<file path="config.mk">
export PLATFORM = sky130hd
export DESIGN_NAME = alu_uart_tx
export DESIGN_NICKNAME = d
export VERILOG_FILES = /design/src/rtl/alu_tx_pkg.sv /design/src/rtl/alu_tx_baud.sv /design/src/rtl/alu_uart_tx.sv
export SDC_FILE = /design/constraint.sdc
export NUM_CORES = 1
export LEC_CHECK = 0
export CAP_MARGIN = 20
export CELL_PAD_IN_SITES_DETAIL_PLACEMENT = 1
export CELL_PAD_IN_SITES_GLOBAL_PLACEMENT = 1
export CORE_UTILIZATION = 25
export CTS_BUF_LIST = sky130_fd_sc_hd__clkbuf_4 sky130_fd_sc_hd__clkbuf_8 sky130_fd_sc_hd__clkbuf_16
export CTS_CLUSTER_SIZE = 20
export DETAILED_ROUTE_END_ITERATION = 10
export PLACE_DENSITY = 0.49
export SLEW_MARGIN = 30
export SYNTH_ARGS = -nofsm -noshare
export SYNTH_HDL_FRONTEND = slang
export SYNTH_SLANG_ARGS = --single-unit
</file>
<file path="constraint.sdc">
create_clock -name clk -period 2.8 [get_ports clk]
set_clock_uncertainty 0.1 [all_clocks]
set_input_delay 0.56 -clock clk [delete_from_list [all_inputs] [get_ports clk]]
set_output_delay 0.56 -clock clk [all_outputs]
set_load 0.05 [all_outputs]
</file>
<file path="src/rtl/alu_tx_pkg.sv">
// Shared types and constants for the ALU result UART transmitter.
// The header byte carries a fixed tag so a receiver can resynchronise on it.
package alu_tx_pkg;

   typedef enum logic [1:0] {
      IDLE  = 2'd0,
      START = 2'd1,
      DATA  = 2'd2,
      STOP  = 2'd3
   } state_t;

   localparam logic [4:0] HEADER_TAG = 5'b10100;
   localparam int         DATA_BITS  = 8;
   localparam int         MSG_BYTES  = 2;

   function automatic logic [7:0] header_byte(input logic [2:0] op);
      return {HEADER_TAG, op};
   endfunction

   function automatic logic [7:0] data_byte(input logic [5:0] result);
      return {2'b00, result};
   endfunction

endpackage

</file>
<file path="src/rtl/alu_tx_baud.sv">
// Bit timer: counts 0..CLKS_PER_BIT-1 while running and flags terminal count.
// A clear restarts the bit period so every frame begins on a full bit time.
module alu_tx_baud #(
   parameter int CLKS_PER_BIT = 434
) (
   input  logic clk,
   input  logic rst_n,
   input  logic i_clr,
   input  logic i_run,
   output logic o_tick
);

   localparam int            CW = (CLKS_PER_BIT > 1) ? $clog2(CLKS_PER_BIT) : 1;
   localparam logic [CW-1:0] TC = CW'(CLKS_PER_BIT - 1);

   logic [CW-1:0] r_cnt;
   logic          w_tc;

   assign w_tc = (r_cnt == TC);

   always_ff @(posedge clk or negedge rst_n) begin
      if (!rst_n) begin
         r_cnt <= '0;
      end else if (i_clr) begin
         r_cnt <= '0;
      end else if (i_run) begin
         r_cnt <= w_tc ? '0 : r_cnt + 1'b1;
      end
   end

   assign o_tick = i_run & w_tc & ~i_clr;

endmodule

</file>
<file path="src/rtl/alu_uart_tx.sv">
// Sends {op,result} as a two-byte 8N1 UART message (header 0xA0+op, then result).
//  state | meaning
//  IDLE  | line high, waiting for start or an auto trigger
//  START | start bit (0) of the current byte
//  DATA  | 8 data bits, LSB first
//  STOP  | stop bit (1); chains to the next byte or finishes the message
module alu_uart_tx
   import alu_tx_pkg::*;
#(
   parameter int CLKS_PER_BIT = 434
) (
   input  logic       clk,
   input  logic       rst_n,
   input  logic       ena,
   input  logic [2:0] op,
   input  logic [5:0] result,
   input  logic       start,
   input  logic       auto_en,
   output logic       tx,
   output logic       busy,
   output logic       done
);

   localparam logic [2:0] LAST_BIT  = 3'(DATA_BITS - 1);
   localparam logic       LAST_BYTE = 1'(MSG_BYTES - 1);

   state_t     r_state,     w_state_nxt;
   logic [7:0] r_shift,     w_shift_nxt;
   logic [7:0] r_next_byte, w_next_byte_nxt;
   logic [2:0] r_bit_idx,   w_bit_idx_nxt;
   logic       r_byte_idx,  w_byte_idx_nxt;
   logic [8:0] r_last_sent, w_last_sent_nxt;
   logic       r_tx,        w_tx_nxt;
   logic       r_busy,      w_busy_nxt;
   logic       r_done,      w_done_nxt;

   logic       w_tick;
   logic       w_launch;
   logic       w_abort;

   assign w_launch = (r_state == IDLE) & ena &
                     (start | (auto_en & ({op, result} != r_last_sent)));
   assign w_abort  = (r_state != IDLE) & ~ena;

   alu_tx_baud #(
      .CLKS_PER_BIT (CLKS_PER_BIT)
   ) u_baud (
      .clk    (clk),
      .rst_n  (rst_n),
      .i_clr  (w_launch | w_abort),
      .i_run  (r_state != IDLE),
      .o_tick (w_tick)
   );

   always_ff @(posedge clk or negedge rst_n) begin
      if (!rst_n) begin
         r_state     <= IDLE;
         r_shift     <= '0;
         r_next_byte <= '0;
         r_bit_idx   <= '0;
         r_byte_idx  <= 1'b0;
         r_last_sent <= '0;
         r_tx        <= 1'b1;
         r_busy      <= 1'b0;
         r_done      <= 1'b0;
      end else begin
         r_state     <= w_state_nxt;
         r_shift     <= w_shift_nxt;
         r_next_byte <= w_next_byte_nxt;
         r_bit_idx   <= w_bit_idx_nxt;
         r_byte_idx  <= w_byte_idx_nxt;
         r_last_sent <= w_last_sent_nxt;
         r_tx        <= w_tx_nxt;
         r_busy      <= w_busy_nxt;
         r_done      <= w_done_nxt;
      end
   end

   always_comb begin
      w_state_nxt     = r_state;
      w_shift_nxt     = r_shift;
      w_next_byte_nxt = r_next_byte;
      w_bit_idx_nxt   = r_bit_idx;
      w_byte_idx_nxt  = r_byte_idx;
      w_last_sent_nxt = r_last_sent;

      case (r_state)
         IDLE: begin
            if (w_launch) begin
               w_state_nxt     = START;
               w_shift_nxt     = header_byte(op);
               w_next_byte_nxt = data_byte(result);
               w_last_sent_nxt = {op, result};
               w_bit_idx_nxt   = '0;
               w_byte_idx_nxt  = 1'b0;
            end
         end
         START: begin
            if (w_tick) w_state_nxt = DATA;
         end
         DATA: begin
            if (w_tick) begin
               if (r_bit_idx == LAST_BIT) begin
                  w_state_nxt   = STOP;
                  w_bit_idx_nxt = '0;
               end else begin
                  w_bit_idx_nxt = r_bit_idx + 3'd1;
                  w_shift_nxt   = {1'b0, r_shift[7:1]};
               end
            end
         end
         STOP: begin
            if (w_tick) begin
               if (r_byte_idx == LAST_BYTE) begin
                  w_state_nxt    = IDLE;
                  w_byte_idx_nxt = 1'b0;
               end else begin
                  w_state_nxt    = START;
                  w_byte_idx_nxt = r_byte_idx + 1'b1;
                  w_shift_nxt    = r_next_byte;
               end
            end
         end
         default: w_state_nxt = IDLE;
      endcase

      // last_sent deliberately survives an abort so auto mode does not resend
      if (w_abort) begin
         w_state_nxt    = IDLE;
         w_bit_idx_nxt  = '0;
         w_byte_idx_nxt = 1'b0;
      end
   end

   // Outputs are precomputed from next-state values and registered.
   always_comb begin
      w_busy_nxt = (w_state_nxt != IDLE);
      w_done_nxt = (r_state == STOP) & w_tick & (r_byte_idx == LAST_BYTE) & ~w_abort;
      case (w_state_nxt)
         START:   w_tx_nxt = 1'b0;
         DATA:    w_tx_nxt = w_shift_nxt[0];
         default: w_tx_nxt = 1'b1;
      endcase
   end

   assign tx   = r_tx;
   assign busy = r_busy;
   assign done = r_done;

endmodule
</file>
==> results.txt, run 1 <==
Total track usage - 0.154
Detail Route met2 WL - 2650 microns
Pre-Repair DR Iteration Count - 4
Sink Count - 35
# DRC - 0
Clock latency on the worst-skew pair - 0.30 ns
Row cnt - 32
Prevailing post-synth register cell - dfrtp_1
Die Y - 91.1 microns
Overflow after GRT - 0
DR iter-0 viols - 89
Ports - 17
Highest-delay cell along the critical path - or4b_4
Initial antenna violation count - 0
Fmax - 0.399 GHz
Final hold vios - 0
Die footprint - 0.00830 sq mm
H-tree levels - 2
Minimum clock period - 2.51 ns
Slew Limit Fails - 0
Crit path max-delay family - simple AND/OR/NAND/NOR gates
Top layer in use - met4
Nets@finish - 261
Area grow syn2layout - 25.6%
LEAKAGE - 1.05 nW
Levels on crit path - 5
Crit end category - flop
Hold-fix buffers, CTS - 0
Net Count, Synth - 222
Seq pwr share - 0.492
Crit path to - tx
YS warnings - 0
CTS tree - yes
Most common cell after layout, fill and taps aside - dfrtp_1
Max Cap Violations - 0
CP max stage delay - 0.62 ns
Post-DP HPWL - 4290 microns
Final core utilization - 0.325
Number of diodes - 0
RSZ-0062 raised after global routing - no
Synth unique cells - 53
Cts bufs inserted - 5
WL/cell - 16.6 microns
Synth Register Bits - 35
Met3 WL post-DR - 137 microns
Final wirelength - 5730 microns
Critical Path AT - 2.62 ns
Worst r2r src - u_baud.r_cnt[6]
Vias in the first global route - 1929
HP Class - in -> async
Gpl congestion - 0.737
Sw Pwr - 0.357 mW
Crit Path Class - reg -> reg
Final TNS setup - 0 ns
CP Max Fanout - 8
Synth Area per Inst - 9.73 sq um
Worst slew pin tran - 0.846 ns
Root Buffer - clkbuf_8
Largest net degree at the start of global routing - 36
Die extent in x - 91.1 microns
Gate Count Post-Synth - 204
CP Cell Sequence - or4b_4 > o311ai_4 > o211ai_1 > or4_4 > o22a_1
Internal power - 0.859 mW
VDD IR max - 0.000231 V
Number of vias per cell - 5.08
First-pass GRT wire length - 9920 microns
Setup Viol. Count Final - 0
Worst path buffer plus inverter count - 0
Core ar. - 0.00769 sq mm
Fill count - 903
Setup crit start - u_baud.r_cnt[6]
Final Cycle Share - 0.896
PortBufs - 16
Reg2reg setup slack - 0.29 ns
Worst endpoint required time - 2.92 ns
Sequential element share of the synthesized area - 0.442
Layout cells sized above 1 - 0.193
Post_cts resized - 0
Number of synthesized flops with an enable pin - 0
Cell Area, Synth - 0.00199 sq mm
Sw Ratio - 0.294
Element type at the critical path start - flop
Combinational share of power - 0.185
Worst-path clk slew - 0.08 ns
Status - finished, final reports clean
Post-CTS Setup Bufs - 0
RR Endpoint - tx
Largest buffer count on any clock path - 2
Initial Util - 0.258
DRT antenna net count - 0
Pwr dens - 488 mW/mm^2
Clock power share - 0.322
Post-synth ARST share - 1.00
Most frequent cells in the layout - dfrtp_1, buf_4, o21ai_0, clkdlybuf4s50_1
Via count - 1758
Met1 wire length - 2870 microns
Reg2Reg Depth - 5
Slew HR - 0.436
[area by class of cell]
class,instances,area (sq um),area share
well taps,102,128,0.0512
inverters,7,26.3,0.0105
flip-flops and latches,35,877,0.352
multi-input cells,157,1060,0.426
clock buffers,7,83.8,0.0336
clock inverters,1,5.00,0.00201
repair buffers,37,313,0.125
[how the worst min path moves through the flow]
stage,from,to,depth (start not counted)
after floorplan,rst_n,busy,0
after global placement,r_shift[7],r_shift[7],2
after detailed placement,r_shift[7],r_shift[7],2
after CTS,rst_n,u_baud.r_cnt[2],1
after global routing,rst_n,r_byte_idx,1
final,rst_n,u_baud.r_cnt[2],1
[worst register-to-register path: stages (launching register included)]
cell and delay, ns:
dfrtp_1 0.47, or4b_4 0.62, o311ai_4 0.29, o211ai_1 0.13
or4_4 0.58, o22a_1 0.23
[registers in the layout (all words and copies together) (netlist names), 2 cells and up]
name	flops
r_bit_idx	3
r_last_sent	9
r_shift	8
r_state	2
u_baud.r_cnt	9
[synthesized netlist by cell type, types with 6 or more instances]
library cell | number | area share
inv_1 | 7 | 0.013
o21ai_0 | 15 | 0.038
nor3_1 | 7 | 0.018
and3_1 | 7 | 0.022
nand3_1 | 9 | 0.023
a21oi_1 | 7 | 0.018
nand2_1 | 14 | 0.026
xnor2_1 | 9 | 0.040
dfrtp_1 | 34 | 0.43
o211ai_1 | 6 | 0.023
mux2_2 | 6 | 0.034
nor2_1 | 14 | 0.026
a31oi_1 | 6 | 0.019
[logic make-up after synthesis]
group,count (synthesis),share of synthesized area
adder cells (fa/ha/maj),4,0.0252
AO/OA/AOI/OAI,61,0.219
multiplexers,7,0.0391
XOR/XNOR,10,0.0441
buffers and inverters,12,0.0233
AND/OR/NAND/NOR,75,0.207
flip-flops,35,0.442
[power groups by stage]
stage | logic [mW] | registers (mW) | clock network, mW
2_1_floorplan | 0.131 | 0.600 | 0
3_3_place_gp | 0.228 | 0.609 | 0
3_5_place_dp | 0.230 | 0.610 | 0
4_1_cts | 0.230 | 0.600 | 0.406
5_1_grt | 0.253 | 0.607 | 0.426
6_report | 0.225 | 0.599 | 0.392
[layer usage]
layer	track usage	vias up
li1	-	851
met1	0.211	877
met2	0.245	24
met3	0.0310	6
met4	0.0437	0
met5	0	-
[per-stage QoR]
| step | hold WS [ns] | area [sq um] | total power, mW | worst slack (ns) | instances |
|---|---|---|---|---|---|
| 6_report | 0.268 | 2490 | 1.22 | 0.291 | 346 |
| 5_1_grt | 0.334 | 2490 | 1.29 | 0.220 | 346 |
| 4_1_cts | 0.310 | 2490 | 1.24 | 0.277 | 346 |
| 3_5_place_dp | 0.372 | 2410 | 0.840 | 0.119 | 338 |
| 3_3_place_gp | 0.364 | 2410 | 0.837 | 0.158 | 338 |
| 2_1_floorplan | 0.164 | 1990 | 0.731 | 0.484 | 204 |
No activity file was read; power rests on OpenSTA's default activity.
==> run 2, diff against run 1 <==
Settings changed: SYNTH_HIERARCHICAL set to 1.
==> run 2 against run 1 <==
Against the previous run:
- clock power up 6.4%
- critical path depth increased by 7
- worst hold slack gained 0.11 ns
- non-clock buffer count rose by 6
- cell count is 3.8% lower
- setup slack got worse by 0.19 ns
- die area is 0.62% higher
==> results.txt, run 2 <==
Status - finished, final reports clean
Post-DP HPWL - 3870 microns (-9.6%)
Vias in the first global route - 1734 (-10%)
Initial Util - 0.259 (+0.000281)
Busiest layer in global routing - met2
DRT antenna net count - 0 (unchanged)
Die footprint - 0.00835 sq mm (+0.62%)
Multiplexer share of the synthesized area - 0.0726 (+0.0336)
Synth Area in XOR/XNOR - 0.0482 (+0.00411)
H-tree levels - 2 (unchanged)
Initial antenna violation count - 0 (unchanged)
Slew Limit Fails - 0 (unchanged)
Number of vias per cell - 4.89 (-3.8%)
Final TNS setup - 0 ns (unchanged)
Number of diodes - 0 (unchanged)
Reg2reg setup slack - 0.15 ns (-0.14 ns)
Die extent in x - 91.4 microns (+0.31%)
Largest family of logic cells by synthesized area - compound AO/OA/AOI/OAI gates
Total track usage - 0.135 (-0.0190)
Seq pwr share - 0.452 (-0.040)
Sequential element share of the synthesized area - 0.439 (-0.00277)
RR Endpoint - r_shift[2]
Root Buffer - clkbuf_8
Clock latency on the worst-skew pair - 0.28 ns (-0.02 ns)
Core ar. - 0.00773 sq mm (+0.52%)
Nets@finish - 248 (-5.0%)
WL/cell - 15.6 microns (-6.0%)
Met2 Usage GRT - 0.232 (-0.0131)
Area grow syn2layout - 33.3%
VDD IR max - 0.000201 V (-13%)
Highest-delay cell along the critical path - a221o_1
Largest net degree at the start of global routing - 36 (unchanged)
RSZ-0062 raised after global routing - no
CP max stage delay - 0.33 ns (-0.29 ns)
Cell Area, Synth - 0.00200 sq mm (+0.63%)
PortBufs - 16 (unchanged)
Worst endpoint required time - 2.87 ns (-0.05 ns)
Synth area leaders - dfrtp_1, mux2_2, xor2_1
Synth Area per Inst - 10.6 sq um (+9.2%)
Net Count, Synth - 206 (-7.2%)
YS warnings - 6 (+6)
Top cell type's share of synthesized area - 0.426 (-0.00268)
Sink Count - 35 (unchanged)
Worst path buffer plus inverter count - 1 (+1)
LEAKAGE - 1.17 nW (+11%)
Setup crit start - op[1]
Internal power - 0.997 mW (+16%)
Clock power share - 0.286 (-0.036)
# DRC - 0 (unchanged)
Post-synth ARST share - 1.00 (unchanged)
Max Cap Violations - 0 (unchanged)
Synth Area in Compound Gates - 0.192 (-0.0270)
Crit path max-delay family - simple AND/OR/NAND/NOR gates
Critical Path AT - 2.77 ns (+0.15 ns)
Slew HR - 0.665 (+0.229)
Synth cell count leaders - dfrtp_1, o21ai_0, mux2_2
Crit Path Class - in -> reg
Levels on crit path - 12 (+7)
Prevailing post-synth register cell - dfrtp_1
Minimum clock period - 2.70 ns (+0.193 ns)
Overflow after GRT - 0 (unchanged)
Ports - 17 (unchanged)
Element type at the critical path start - input pin
Top-count cell post-synth - dfrtp_1
Worst slew pin tran - 0.501 ns (-0.345 ns)
Gpl congestion - 0.797 (+8.3%)
First-pass GRT wire length - 8890 microns (-10%)
Worst-path clk slew - 0.08 ns (about the same)
Crit path to - r_shift[2]
Crit end category - flop
Final hold vios - 0 (unchanged)
Final wirelength - 5190 microns (-9.5%)
Final Cycle Share - 0.965 (+0.0690)
Layout cells sized above 1 - 0.372 (+0.180)
CP Cell Sequence - dlygate4sd2_1 > xor2_2 > nor4_4 > a31oi_4 > nand2_4 > o21ai_2 > and2b_1 > and2_4 > and3_4 > and2_4 > o22ai_4 > a221o_1
Reg2Reg Depth - 11 (+6)
CTS tree - yes
HP Class - reg -> reg
Row cnt - 32 (unchanged)
Worst r2r src - r_last_sent[4]
Die Y - 91.4 microns (+0.31%)
Sw Pwr - 0.461 mW (+29%)
Gate Count Post-Synth - 188 (-7.8%)
Number of synthesized flops with an enable pin - 0 (unchanged)
Synth unique cells - 55 (+3.8%)
Most frequent cells in the layout - dfrtp_1, buf_4, mux2_2
Yosys top cell by area - dfrtp_1
Pre-Repair DR Iteration Count - 4 (unchanged)
Largest buffer count on any clock path - 2 (unchanged)
Most common cell after layout, fill and taps aside - dfrtp_1
CP Max Fanout - 7 (-1)
Adder-cell share of the synthesized area - 0.0250 (-0.000158)
Setup Viol. Count Final - 0 (unchanged)
Biggest regs - r_last_sent: 9 flops, u_baud/r_cnt: 9 flops, r_shift: 8 flops
Combinational share of power - 0.262 (+0.077)
Post-Synth Simple-Gate Area - 0.187 (-0.0207)
Overall Power - 1.46 mW (+20%)
Sw Ratio - 0.316 (+0.0224)
Crit path top cell by count - and2_4
Fmax - 0.370 GHz (-7.2%)
Met3 usage - 0.0243 (-0.00670)
DR iter-0 viols - 70 (-21%)
Layout Cells excl Fill - 333 (-3.8%)
Cells after DPL - 319 (-5.6%)
Met1 Use GR - 0.174 (-0.0369)
Synth Register Bits - 35 (unchanged)
Pwr dens - 547 mW/mm^2 (+12%)
Cts bufs inserted - 5 (unchanged)
Via count - 1627 (-7.5%)
run 2: final cells by class:
type | count | area (sq um)
clock buffers | 8 | 104
fillers | 863 | 5060
multi-input cells | 137 | 1180
repair buffers | 43 | 342
inverters | 8 | 30.0
flip-flops and latches | 35 | 877
well taps | 102 | 128
run 2: worst min path at each step:
| stage | from | to | slack, ns | cells past startpoint |
|---|---|---|---|---|
| global placement | r_shift[3] | r_shift[3] | 0.37 | 1 |
| CTS | r_shift[7] | r_shift[7] | 0.38 | 2 |
| floorplan | rst_n | busy | 0.16 | 0 |
| global route | r_shift[4] | r_shift[4] | 0.41 | 1 |
| detailed placement | r_shift[7] | r_shift[7] | 0.37 | 2 |
| finish | r_shift[7] | r_shift[7] | 0.38 | 2 |
run 2: per-stage QoR:
step                utilization  hold slack (ns)  worst slack (ns)  cell area, sq um
floorplan                     -            0.164           -0.0453              2090
global placement          0.321            0.366            -0.428              2480
detailed placement        0.321            0.367            -0.532              2480
CTS                       0.342            0.384           0.00262              2640
global route              0.345            0.414           0.00325              2660
finish                    0.345            0.377            0.0982              2660
run 2: cell families (layout without fill, tap and decap cells):
| group | Yosys count | in the layout |
|---|---|---|
| flip-flops | 35 | 35 |
| buffers and inverters | 16 | 59 |
| XOR/XNOR | 11 | 11 |
| AND/OR/NAND/NOR | 57 | 57 |
| adder cells (fa/ha/maj) | 4 | 4 |
| multiplexers | 13 | 13 |
| AO/OA/AOI/OAI | 52 | 52 |
run 2: metal layers:
metal / part of all wire / wire length [microns]
met1: 0.46 / 2390
met2: 0.51 / 2650
met3: 0.017 / 87
met4: 0.012 / 61
met5: 0 / 0
run 2: power by group through the flow:
| stage | clock network, mW | logic, mW | registers, mW |
|---|---|---|---|
| after floorplan | 0 | 0.236 | 0.659 |
| after global placement | 0 | 0.366 | 0.661 |
| after detailed placement | 0 | 0.377 | 0.666 |
| after CTS | 0.437 | 0.385 | 0.659 |
| after global routing | 0.459 | 0.418 | 0.670 |
| final | 0.417 | 0.382 | 0.658 |
run 2: tightest hold or removal path: stages (launching register included):
cell     delay (ns)
dfrtp_1        0.34
nand2_1        0.05
nand2_1        0.05
run 2: timing repair:
action | CTS | global route
resized for setup | 19 | 11
endpoints found under the setup margin | 14 | 14
endpoints found under the hold margin | 0 | 0
hold buffers | 0 | 0
setup buffers | 4 | 2
pin swaps | 11 | 8
